$ cat src/rtl/arch_maptable.sv
// Retirement map table: commits arch->phys mappings from retiring ROB entries and emits told-register frees.
// Zero-cycle latency for recovery_map, frees and recover; the map, told_mismatch and retire_count update at posedge.
// No backpressure: every retiring way is consumed in the cycle it is presented.
module arch_maptable #(
    parameter int WAYS   = 2,
    parameter int N_ARCH = 32,
    parameter int N_PHYS = 64,
    parameter int AR_W   = $clog2(N_ARCH),
    parameter int PR_W   = $clog2(N_PHYS)
) (
    input  logic                   clock,
    input  logic                   reset,
    input  logic [WAYS-1:0]        rt_valid,
    input  logic [WAYS*AR_W-1:0]   rt_ar_idx,
    input  logic [WAYS*PR_W-1:0]   rt_t_idx,
    input  logic [WAYS*PR_W-1:0]   rt_told_idx,
    input  logic [WAYS-1:0]        rt_mispredict,
    output logic                   br_recover_enable,
    output logic [N_ARCH*PR_W-1:0] recovery_map,
    output logic [WAYS-1:0]        fl_retire_valid,
    output logic [WAYS*PR_W-1:0]   fl_retire_told,
    output logic                   told_mismatch,
    output logic [31:0]            retire_count
);

    logic [PR_W-1:0] map_q [N_ARCH];
    logic [PR_W-1:0] tmp   [N_ARCH];
    logic [WAYS-1:0] commit;
    logic            squash;
    logic            mismatch;
    logic [31:0]     n_commit;
    logic [AR_W-1:0] ar;
    logic [PR_W-1:0] told;

    // Ways up to and including the oldest valid mispredict commit; younger ones are squashed.
    always_comb begin
        commit = '0;
        squash = 1'b0;
        for (int i = 0; i < WAYS; i++) begin
            commit[i] = rt_valid[i] & ~squash & ~reset;
            if (rt_valid[i] && rt_mispredict[i]) squash = 1'b1;
        end
    end

    // Oldest-first application so the youngest write to an arch reg wins; told is checked
    // against the mapping as left by all older ways in the same group.
    always_comb begin
        mismatch        = 1'b0;
        n_commit        = '0;
        fl_retire_valid = '0;
        fl_retire_told  = '0;
        ar              = '0;
        told            = '0;
        for (int a = 0; a < N_ARCH; a++) tmp[a] = map_q[a];
        for (int i = 0; i < WAYS; i++) begin
            ar   = rt_ar_idx[i*AR_W +: AR_W];
            told = rt_told_idx[i*PR_W +: PR_W];
            n_commit = n_commit + 32'(commit[i]);
            if (commit[i] && ar != '0) begin
                if (told != tmp[ar]) mismatch = 1'b1;
                tmp[ar] = rt_t_idx[i*PR_W +: PR_W];
                fl_retire_valid[i] = 1'b1;
                fl_retire_told[i*PR_W +: PR_W] = told;
            end
        end
    end

    always_comb begin
        for (int a = 0; a < N_ARCH; a++) recovery_map[a*PR_W +: PR_W] = tmp[a];
    end

    assign br_recover_enable = ~reset & |(rt_valid & rt_mispredict);

    always_ff @(posedge clock) begin
        if (reset) begin
            for (int a = 0; a < N_ARCH; a++) map_q[a] <= PR_W'(a);
            told_mismatch <= 1'b0;
            retire_count  <= '0;
        end else begin
            for (int a = 0; a < N_ARCH; a++) map_q[a] <= tmp[a];
            if (mismatch) told_mismatch <= 1'b1;
            retire_count <= retire_count + n_commit;
        end
    end

endmodule

$ cat config.mk
export PLATFORM = sky130hd
export DESIGN_NAME = arch_maptable
export DESIGN_NICKNAME = d
export VERILOG_FILES = /design/src/rtl/arch_maptable.sv
export SDC_FILE = /design/constraint.sdc
export NUM_CORES = 1
export LEC_CHECK = 0
export CAP_MARGIN = 20
export CORE_MARGIN = 4
export CORE_UTILIZATION = 25
export CTS_BUF_LIST = sky130_fd_sc_hd__clkbuf_8 sky130_fd_sc_hd__clkbuf_16
export CTS_CLUSTER_DIAMETER = 50
export DETAILED_ROUTE_END_ITERATION = 16
export MAX_ROUTING_LAYER = met4
export SETUP_SLACK_MARGIN = 0.1
export SYNTH_ARGS = -nofsm -noshare
export SYNTH_HDL_FRONTEND = slang
export SYNTH_SLANG_ARGS = --single-unit
$ cat constraint.sdc
create_clock -name clock -period 7.75 [get_ports clock]
set_clock_uncertainty 0.2 [all_clocks]
set_input_delay 1.55 -clock clock [delete_from_list [all_inputs] [get_ports clock]]
set_output_delay 1.55 -clock clock [all_outputs]
set_load 0.005 [all_outputs]
# After elaboration in Yosys (flattened, before gate mapping)
# Memories as Yosys holds them, arrays and structs flattened.
# Cells that the tools add are included.
# totals
word_cells,118
memories,1
input_bits,40
ram_bits,192
ff_bits,33
output_inout_bits,240
# memory_table
memory,words,word_bits,read_ports,rd_ports_with_merged_regs,wr,line_no,text
map_q,32,6,32,0,32,26,logic [PR_W-1:0] map_q [N_ARCH];
# op_classes
n_bitwise,41
n_mux,58
reduce_logical,8
n_addsub,2
magnitude_cmp,4
n_eq_ne,2
# ops
operator,count
$bwmux 192,2
$mux 192,2
$mux 6,40
$bmux 6 s5,2
$demux 6 s5,2
$add 32x2->32,1
$or 1x1->1,32
$ge 6x6->1 const B,2
$lt 6x1->1 const B,2
$ne 6x6->1,2
$not 5->6,2
$mux 1,10
$reduce_bool 5->1,2
$logic_and 1x1->1,5
$and 1x1->1,4
$add 1x1->2,1
$and 2x2->2,1
$not 1->1,2
$reduce_or 2->1,1

# Longest topological paths before layout
# Gate-level depths: netlist of run 1.
# depth
word_depth,13
depth_mapped,13
ltp_nobuf,12

# Worst setup path after synthesis of run 1
# Ideal clock, no wire load.
# synth_timing
path_kind,input to register
start,input port rt_ar_idx[0]
end,register told_mismatch
setup_time_ps,125
required_time_ps,7425
path_slack_ps,3297
stages,11
path_buffers,2
t_arrival_ps,4128
path_cell_list,buf_2 buf_1 mux4_2 a22oi_1 nand4_1 xor2_1 nor4_1 nand3_1 a21oi_1 nand2_1 o41a_1
# synth_via
elab_chain_cells,13
elab_cells_between_ends,22
cone_classes,order compare (2); eq/ne (2); mux (14); bitwise (1); reduce/logical (3)
# synth_lines
element,line_no,text
from (decl),14,"input logic [WAYS*AR_W-1:0] rt_ar_idx,"
$not 5->6 (implied by the code),"60, 61",
$ge 6x6->1 (implied by the code) / $lt 6x1->1 (equally long branches),61,tmp[ar] = rt_t_idx[i*PR_W +: PR_W];
$logic_and 1x1->1 (implied by the code),61,
$mux 6 (implied by the code),61,
$demux 6 s5,61,
$bwmux 192,61,
$mux 192,59,if (commit[i] && ar != '0) begin
$bmux 6 s5,60,if (told != tmp[ar]) mismatch = 1'b1;
$mux 6 (implied by the code) (2 in a row),60,
$ne 6x6->1,60,
$mux 1,60,
$mux 1 *,59,
to (signal assigned),77,told_mismatch <= 1'b0;
to (signal assigned),81,if (mismatch) told_mismatch <= 1'b1;
to (decl),22,"output logic told_mismatch,"
# Every way passes the cells marked *; elsewhere a longest branch is shown, timed or not. The select of a mux whose other input is x is not followed.
# A chain may end at the register's enable or synchronous reset.

==> results of run 1 <==
-- flip-flops by register name, summed over array words and instances (netlist names) --
signal and count:
told_mismatch 1, retire_count 32, map_q 192
-- area by class of cell --
class | instances | share of cell area
multi-input combinational | 1260 | 0.4860
sequential | 225 | 0.2435
timing repair buffer | 307 | 0.1605
tap | 748 | 0.05060
clock buffer | 34 | 0.04418
clock inverter | 19 | 0.01258
inverter | 10 | 0.002029
antenna | 4 | 0.0005412
-- report_power, final --
part / leakage, uW / switching [uW] / internal, uW
registers: 0.00182 / 6.27 / 1170
logic: 0.00499 / 229 / 131
clock network: 0.000525 / 584 / 893
total: 0.00733 / 819 / 2190
-- critical path: stages --
cell             delay [ns]
clkdlybuf4s50_1        0.55
nand2_1                0.14
nand3b_1               0.25
inv_1                  0.26
o21ai_1                0.24
nor2_1                 0.67
nand3_1                0.58
a21oi_1                0.44
clkdlybuf4s50_1        0.57
-- synth_stat cells (5+ instances only) --
library cell / n
mux2_2: 51
o21ai_0: 17
and3_1: 6
dfxtp_1: 225
o211ai_1: 12
a21oi_1: 183
buf_2: 14
a32oi_1: 5
buf_1: 13
or3_1: 9
inv_1: 10
nand3_1: 33
nor3_1: 9
and2_1: 24
nand4_1: 17
mux2i_1: 181
xor2_1: 21
mux4_2: 58
nor2b_1: 118
a22oi_1: 39
or2_2: 84
xnor2_1: 10
clkbuf_1: 118
nor2_1: 221
a221oi_1: 6
nand2_1: 92
-- cells by family after synthesis --
| group | Yosys count |
|---|---|
| and+or+nand+nor | 638 |
| AOI/OAI and AO/OA | 299 |
| muxes | 290 |
| DFF | 225 |
| buffers and inverters | 158 |
| xor gates and xnor gates | 31 |
| adders and majority gates | 2 |
-- metrics by stage --
step                      hold WS (ns)  worst slack [ns]  instances  power [uW]
after floorplan                 0.2285             2.699       1643        1382
after global placement          0.2568            0.9147       2548        1546
after detailed placement        0.2674            0.8283       2550        1549
after CTS                       0.2755            0.8220       2603        3028
after global routing            0.3084            0.7208       2605        3082
final                           0.2812            0.7247       2607        3010
-- layer usage --
metal | track usage | vias up
li1 | - | 6196
met1 | 0.2913 | 6856
met2 | 0.3385 | 803
met3 | 0.04285 | 122
met4 | 0.06541 | 0
met5 | - | -
-- how the worst max path moves through the flow --
stage | end | slack (ns) | cells after the start
after floorplan | recovery_map[120] | 2.70 | 9
after global placement | recovery_map[122] | 0.91 | 9
final | recovery_map[121] | 0.72 | 9
after detailed placement | recovery_map[122] | 0.83 | 9
after global routing | recovery_map[55] | 0.72 | 7
after CTS | recovery_map[122] | 0.82 | 9
==> results.yml, run 1 <==
layout:
  mostFrequentLayoutCells: "clkdlybuf4s50_1, dfxtp_1, nor2_1, a21oi_1, mux2i_1"
  final.fill_count: 5872
  final_layout_size_suffix_gt1_frac: 0.1531
  final_net_count: 1877
  signed_area_change_from_the_synthesized_netlist_to_the_final_layout_pct: 30.96
  multi_input_comb_area_mm2: 0.008989
  seqCellArea_mm2: 0.004504
  fin_util: 0.3331
  mostFrequentLayoutCell: "clkdlybuf4s50_1"
  final_design_area_no_fill_mm2: 0.01850
critical_path:
  startpoint_type: "primary input"
  r2r_setup_slack_ns: 4.73
  worst-endpoint-arrival_ns: 5.28
  required_ns: 6.00
  critical_path_class: "primary input to primary output"
  worst_r2r_path_depth: 9
  setup.worst_path.end_class: "primary output"
  reg2reg_from: "map_q[1][69]"
  worst-path-max-fanout: 12
  startpoint: "rt_valid[0]"
  critical_path.reg2reg.endpoint: "told_mismatch"
synth:
  yosys_warnings: 0
  synth_compound_gate_area_share: 0.1258
  synth_edf_count: 0
  flop_and_latch_count_out_of_synthesis: 225
  syn-cell-area_mm2: 0.01412
  synth_nets: 1685
  yosys.area_share.simple: 0.2277
  avg_inst_size_synth_um2: 8.595
  post_synthesis_cells: 1643
  ys_async_sr_fraction: 0
  multiplexer_fraction_of_the_synthesized_cell_area: 0.2615
  yosys-top-cells-area: "dfxtp_1, mux2i_1, mux4_2"
  synth_adder_area_share: 0.002304
  synth_flop_cell: "dfxtp_1"
  synth_sequential_area_ratio: 0.3190
  synth.distinct_cells: 64
  yosys.area_share.xor_xnor: 0.01923
  synth_top_family_by_area: "multiplexers"
  synth_top_cell_by_area: "dfxtp_1"
  synth.top_cell.area_share: 0.3190
route:
  highest-signal-layer: "met4"
  post-route-drc-count: 0
  vias: 13980
  routed_via_density: 5.361
  wire_per_inst_um: 25.75
  first_iter_violations: 1651
  detailed_routed_wire_length_on_met3_mm: 5.896
  met2RoutedLength_mm: 30.24
  routed_wirelength_mm: 67.12
  final_antenna_net_count: 0
  drt-pass1-iter-count: 5
  m1WireLength_mm: 28.75
min_path:
  hold_path.startpoint: "map_q[0][4]"
  min-delay-path-class: "register to register"
  worst_hold_path.num_cells: 2
  worstHoldEndpoint: "map_q[0][4]"
clock_network:
  cts_repair_resize_count: 0
  cts.sink_count: 225
  clock-root-buffer: "clkbuf_16"
  worstSkewPairLatency_ns: 0.59
  postCtsSetupBuffers: 0
  clockBufferDepth: 3
  htree_levels: 1
  ctsHoldBuffers: 0
  cts-buffers-inserted: 31
  tritoncts: "done"
  clk_pin_slew_worst_paths_ns: 0.06
timing:
  grt_setup_unrepaired: "false"
  finalSetupTns_ns: 0
  final.period_utilization: 0.9065
  timing.slew.headroom: 0.2395
  number_of_hold_violations_in_the_final_report: 0
  layout_min_cycle_time_ns: 7.025
  timing.fmax_mhz: 142.3
  worst-slew-pin-transition_ns: 1.137
  setup_viol_count_final: 0
  drv_slew: 0
placement:
  place_area_mm2: 0.01744
  routabilityCongestion: 0.9703
  hpwl_mm: 49.90
  port_buffers: 279
floorplan:
  num_io_pins: 280
  core-area_mm2: 0.05552
  placement_rows: 86
  die_w_um: 245.7
  chipHeight_um: 245.7
  dieArea_mm2: 0.06036
  start_util: 0.2543
global_route:
  grt_antenna_before_repair: 2
  vias_in_the_first_global_route: 13790
  grt_remaining_overflow: 0
  grtUsageTotal: 0.2189
  grt_first_pass_wirelength_mm: 96.40
  grt_start_max_net_pins: 92
power:
  vdd_drop_max_mv: 0.1642
  powerDensity_mw_per_mm2: 162.8
  p_leak_uw: 0.007333
outcome:
  status: "complete, no violations"
job:
  cap_violations: 0
Power figures use the tool's default switching activity.
==> inputs of run 2 (changes only) <==
--- a/config.mk
+++ b/config.mk
@@ -5,6 +5,8 @@
 export SDC_FILE = /design/constraint.sdc
 export NUM_CORES = 1
 export LEC_CHECK = 0
+export ABC_AREA = 1
+export ABC_CLOCK_PERIOD_IN_PS = 7750
 export CAP_MARGIN = 20
 export CORE_MARGIN = 4
 export CORE_UTILIZATION = 25
==> run 2 against run 1 <==
- register-to-register slack improved by 0.07 ns
- via count rose by 39%
- utilization rose by 0.19 points
- non-clock buffer count rose by 14
- sequential cell count did not move
- highest routed layer unchanged
==> results.yml, run 2 <==
outcome:
  status: "complete, no violations"
clock_network:
  clk_pin_slew_worst_paths_ns: 0.06
  postCtsSetupBuffers: 0
  cts-buffers-inserted: 39
  cts.sink_count: 225
  htree_levels: 2
  clock-root-buffer: "clkbuf_16"
  ctsHoldBuffers: 0
  clockBufferDepth: 3
  worstSkewPairLatency_ns: 0.57
  tritoncts: "done"
  cts_repair_resize_count: 0
critical_path:
  worst_path_most_repeated_cell: "nand2_1"
  worst-path-max-fanout: 10
  critPathMaxStageDelay_ns: 0.56
  r2r_setup_slack_ns: 4.80
  slowest_stage: "clkdlybuf4s50_1"
  setup.worst_path.end_class: "primary output"
  worst_r2r_path_depth: 19
  worst-endpoint-arrival_ns: 5.14
  startpoint_type: "primary input"
  critical_path_class: "primary input to primary output"
  required_ns: 6.00
  critical_path.cell_chain: "clkdlybuf4s50_1 -> nand2_1 -> nand2_1 -> nor2_1 -> nand2_1 -> buf_4 -> nor3_1 -> inv_1 -> nor2_1 -> clkinv_1 -> o21ai_0 -> clkdlybuf4s50_1"
timing:
  grt_setup_unrepaired: "false"
  drv_slew: 0
  layout_min_cycle_time_ns: 6.891
  finalSetupTns_ns: 0
  number_of_hold_violations_in_the_final_report: 0
  holdWs_ns: 0.2708
  final.period_utilization: 0.8891
  final_critical_path_setup_slack_ns: 0.8592
  setup_viol_count_final: 0
  timing.slew.headroom: 0.2821
  worst-slew-pin-transition_ns: 1.074
  timing.fmax_mhz: 145.1
floorplan:
  start_util: 0.2521
  die_w_um: 254.7
  num_io_pins: 280
  core-area_mm2: 0.06036
  dieArea_mm2: 0.06488
  placement_rows: 90
  chipHeight_um: 254.7
synth:
  synth_flop_cell: "dfxtp_1"
  avg_inst_size_synth_um2: 5.812
  syn-cell-area_mm2: 0.01522
  post_synthesis_cells: 2618
  flop_and_latch_count_out_of_synthesis: 225
  synthMostInstantiatedCell: "nand2_1"
  synth_edf_count: 0
  netlist_top_cells_count: "nand2_1, nor2_1, nand3_1"
  ys_async_sr_fraction: 0
  synth.distinct_cells: 36
  synth_top_cell_by_area: "dfxtp_1"
  synth_sequential_area_ratio: 0.2960
  synth_nets: 2660
  yosys-top-cells-area: "dfxtp_1, nand2_1, nor2_1"
  synth.top_cell.area_share: 0.2960
  yosys_warnings: 0
global_route:
  grt_start_max_net_pins: 92
  grt_remaining_overflow: 0
  grtUsageTotal: 0.2550
  grt_first_pass_wirelength_mm: 118.9
  grt_antenna_before_repair: 8
  vias_in_the_first_global_route: 17770
route:
  post-route-drc-count: 0
  wire_per_inst_um: 22.97
  vias: 19390
  first_iter_violations: 2540
  final_antenna_net_count: 0
  routed_wirelength_mm: 84.21
  routed_via_density: 5.289
  drt-pass1-iter-count: 7
layout:
  signed_area_change_from_the_synthesized_netlist_to_the_final_layout_pct: 32.87
  final_layout_size_suffix_gt1_frac: 0.08971
  mostFrequentLayoutCell: "nand2_1"
  final_design_area_no_fill_mm2: 0.02022
  registers.top_by_ff_count: "map_q"
  mostFrequentLayoutCells: "nand2_1, nor2_1, clkdlybuf4s50_1, nand3_1, dfxtp_1"
  largestRegisters: "map_q x192, retire_count x32, told_mismatch x1"
  largest_register_ffs: 192
  stdcell_count: 3666
  final_net_count: 2887
placement:
  port_buffers: 279
  place_area_mm2: 0.01877
  post-place-ws_ns: 0.9074
  place.detailed.instances: 3586
  routabilityCongestion: 0.9813
  hpwl_mm: 61.15
power:
  p_leak_uw: 0.008918
  powerDensity_mw_per_mm2: 176.4
  vdd_drop_max_mv: 0.1452
job:
  cap_violations: 0
min_path:
  worst_hold_path.num_cells: 2
  min-delay-path-class: "register to register"
[run 2: changes by cell type after synthesis, sizes merged, moves of 118 or more]
cell	before	now
nand2	93	871
inv	10	218
nand3	33	235
mux2i	181	0
o21ai	18	162
nor2b	118	0
[run 2: logic make-up after synthesis]
group                    count (synthesis)  share of synthesized area
XOR/XNOR                                 5                   0.002878
flip-flops                             225                     0.2960
buffers and inverters                  361                    0.09283
AO/OA/AOI/OAI                          446                     0.1691
adder cells (fa/ha/maj)                  2                   0.002138
AND/OR/NAND/NOR                       1579                     0.4370
[run 2: critical path: cells and delay by family]
kind	cells	cell delay (ns)
AOI/OAI and AO/OA	1	0.30
buffers and inverters	5	1.78
and+or+nand+nor	6	1.51
[run 2: final timing paths]
| check | start | end |
|---|---|---|
| worst max-delay path | rt_valid[0] | recovery_map[42] |
| worst min register to register | map_q[0][5] | map_q[0][5] |
| worst max register to register | retire_count[0] | retire_count[30] |
| worst min-delay path | map_q[0][5] | map_q[0][5] |
[run 2: report_power, final]
part | internal [uW] | switching [uW] | total (uW) | leakage (uW)
combinational | 134 | 324 | 458 | 0.00638
clock | 1250 | 683 | 1930 | 0.000716
sequential | 1170 | 7.46 | 1180 | 0.00182
total | 2550 | 1010 | 3570 | 0.00892
[run 2: layer usage]
layer | vias to the layer above | track usage | part of all wire
met5 | - | - | 0
met4 | 0 | 0.09680 | 0.043
met3 | 223 | 0.07924 | 0.13
met2 | 1290 | 0.3799 | 0.43
met1 | 8924 | 0.3242 | 0.39
li1 | 8954 | - | -
[run 2: cell type report]
type	instances	area, um^2
antenna	8	20.02
clock buffer	45	1059
clock inverter	27	367.9
fill	6714	40140
inverter	226	848.3
multi-input combinational	2032	9338
sequential	225	4504
tap	782	978.4
timing repair buffer	321	3104
[run 2: through the flow]
step                utilization  power [uW]
global route             0.3350        3661
finish                   0.3350        3568
global placement         0.3110        1644
CTS                      0.3347        3574
detailed placement       0.3110        1642
floorplan                     -        1418
==> inputs of run 3 (changes only) <==
--- a/config.mk
+++ b/config.mk
@@ -7,12 +7,12 @@
 export LEC_CHECK = 0
 export ABC_AREA = 1
 export ABC_CLOCK_PERIOD_IN_PS = 7750
-export CAP_MARGIN = 20
 export CORE_MARGIN = 4
 export CORE_UTILIZATION = 25
 export CTS_BUF_LIST = sky130_fd_sc_hd__clkbuf_8 sky130_fd_sc_hd__clkbuf_16
 export CTS_CLUSTER_DIAMETER = 50
 export DETAILED_ROUTE_END_ITERATION = 16
+export GPL_TIMING_DRIVEN = 1
 export MAX_ROUTING_LAYER = met4
 export SETUP_SLACK_MARGIN = 0.1
 export SYNTH_ARGS = -nofsm -noshare
==> constraint.sdc (replaced) <==
create_clock -name clock -period 7.75 [get_ports clock]
set_clock_uncertainty 0.2 [all_clocks]
set_input_delay 1.1625 -clock clock [delete_from_list [all_inputs] [get_ports clock]]
set_output_delay 1.1625 -clock clock [all_outputs]
set_load 0.005 [all_outputs]
==> run 3 against run 2 <==
- cell area down 0.83%
- total power down 3.8%
- largest cell class unchanged
- wire length down 0.72%
- final cell count down 0.25%
- critical endpoint is now recovery_map[189]
- maximum frequency up 11%
- utilization down 0.28 points
- critical path depth up 2
- register-to-register slack better by 0.02 ns
- combinational power down 0.9%
- highest routed layer unchanged
- sequential cell count unchanged
- hold slack better by 0.0072 ns
==> results.yml, run 3 (synthesis results as in run 2) <==
outcome:
  status: "complete, no violations"
route:
  drt-pass1-iter-count: 6
  routed_wirelength_mm: 83.60
  vias: 19120
  routed_via_density: 5.228
  wire_per_inst_um: 22.86
  post-route-drc-count: 0
  first_iter_violations: 2604
  final_antenna_net_count: 0
timing:
  final.period_utilization: 0.7991
  setup_viol_count_final: 0
  grt_setup_unrepaired: "false"
  number_of_hold_violations_in_the_final_report: 0
  holdWs_ns: 0.2780
  finalSetupTns_ns: 0
  layout_min_cycle_time_ns: 6.193
  worst-slew-pin-transition_ns: 1.057
  timing.slew.headroom: 0.2946
  timing.fmax_mhz: 161.5
  drv_slew: 0
floorplan:
  die_w_um: 254.7
  placement_rows: 90
  dieArea_mm2: 0.06488
  num_io_pins: 280
  chipHeight_um: 254.7
  start_util: 0.2521
  core-area_mm2: 0.06036
layout:
  mostFrequentLayoutCell: "nand2_1"
  largest_register_ffs: 192
  registers.top_by_ff_count: "map_q"
  final_layout_size_suffix_gt1_frac: 0.08717
  final.fill_count: 6675
  stdcell_count: 3657
  signed_area_change_from_the_synthesized_netlist_to_the_final_layout_pct: 31.77
  final_net_count: 2879
  mostFrequentLayoutCells: "nand2_1, nor2_1, clkdlybuf4s50_1, nand3_1, dfxtp_1"
  largestRegisters: "map_q x192, retire_count x32, told_mismatch x1"
critical_path:
  critPathMaxStageDelay_ns: 0.60
  worst-endpoint-arrival_ns: 4.83
  critical_path.cell_chain: "clkdlybuf4s50_1 -> nor2_1 -> inv_1 -> nor2_1 -> nand2_1 -> nand2_1 -> buf_4 -> nor2_1 -> inv_1 -> nor2_1 -> inv_1 -> nor2_1 -> a31oi_1 -> clkdlybuf4s50_1"
  endpoint: "recovery_map[189]"
  reg2reg_from: "retire_count[0]"
  r2r_setup_slack_ns: 4.82
  setup.worst_path.end_class: "primary output"
  startpoint_type: "primary input"
  required_ns: 6.39
  cpLargestDelayFamily: "buffers and inverters"
  startpoint: "rt_ar_idx[9]"
  worst_path_most_repeated_cell: "nor2_1"
  worst_r2r_path_depth: 19
  critical_path.reg2reg.endpoint: "retire_count[30]"
  worst-path-buf-inv: 6
  cp_num_cells: 14
  critical_path_class: "primary input to primary output"
  worst-path-max-fanout: 12
  slowest_stage: "clkdlybuf4s50_1"
clock_network:
  clk_pin_slew_worst_paths_ns: 0.05
  ctsHoldBuffers: 0
  postCtsSetupBuffers: 0
  clock-root-buffer: "clkbuf_16"
  htree_levels: 2
  worstSkewPairLatency_ns: 0.58
  cts.sink_count: 225
  tritoncts: "done"
  cts-buffers-inserted: 40
  cts_repair_resize_count: 0
  clockBufferDepth: 3
global_route:
  grtUsageTotal: 0.2530
  grt_remaining_overflow: 0
  vias_in_the_first_global_route: 17760
  grt_first_pass_wirelength_mm: 117.7
  grt_antenna_before_repair: 8
  grt_start_max_net_pins: 77
power:
  p_leak_uw: 0.008821
  powerDensity_mw_per_mm2: 171.1
  fin_total_pwr_uw: 3431
  vdd_drop_max_mv: 0.1315
placement:
  port_buffers: 279
  place.detailed.instances: 3577
  hpwl_mm: 59.93
  routabilityCongestion: 0.9848
job:
  cap_violations: 0
min_path:
  min-delay-path-class: "register to register"
run 3: cell count changes in the layout (fill, tap and decap cells not counted), sizes merged:
cell	change
diode	-1
clkdlybuf4s50	-2
buf	-7
bufinv	-5
inv	+2
clkinv	-1
clkinvlp	+5
run 3: metrics by stage:
step,setup WS (ns),instance area (um^2),utilization
3_5_place_dp,1.719,18700,0.3097
2_1_floorplan,3.797,15220,-
5_1_grt,1.441,20050,0.3322
6_report,1.557,20050,0.3322
3_3_place_gp,1.794,18700,0.3097
4_1_cts,1.707,20030,0.3319
run 3: per-layer routing:
metal / track usage / wire length (um) / up-vias
li1: - / - / 8942
met1: 0.3091 / 32470 / 8614
met2: 0.3849 / 36020 / 1289
met3: 0.07863 / 10740 / 274
met4: 0.1116 / 4371 / 0
met5: - / 0 / -
run 3: area by class of cell:
| cell class | instances | area (um^2) | area share |
|---|---|---|---|
| multi-input combinational | 2032 | 9338 | 0.4657 |
| sequential | 225 | 4504 | 0.2246 |
| timing repair buffer | 312 | 3027 | 0.1509 |
| clock buffer | 45 | 1081 | 0.05391 |
| tap | 782 | 978.4 | 0.04880 |
| inverter | 226 | 848.3 | 0.04231 |
| clock inverter | 28 | 257.7 | 0.01285 |
| antenna | 7 | 17.52 | 0.0008736 |
run 3: tightest hold or removal path, cell delays in order, from the launching register on:
cell     delay (ns)
dfxtp_1        0.32
inv_1          0.08
nor2_1         0.04
run 3: how the worst min path moves through the flow:
stage	from	end	slack [ns]	cells past startpoint
after floorplan	map_q[0][0]	map_q[0][0]	0.24	2
after global placement	map_q[0][0]	map_q[0][0]	0.26	2
after detailed placement	map_q[0][0]	map_q[0][0]	0.26	2
after CTS	map_q[0][0]	map_q[0][0]	0.27	2
after global routing	map_q[0][3]	map_q[0][3]	0.29	2
final	map_q[0][0]	map_q[0][0]	0.28	2
run 3: report_power, final:
part           total, uW  internal (uW)  switching, uW
sequential          1180           1170           7.46
clock               1800           1110            692
combinational        454            131            323
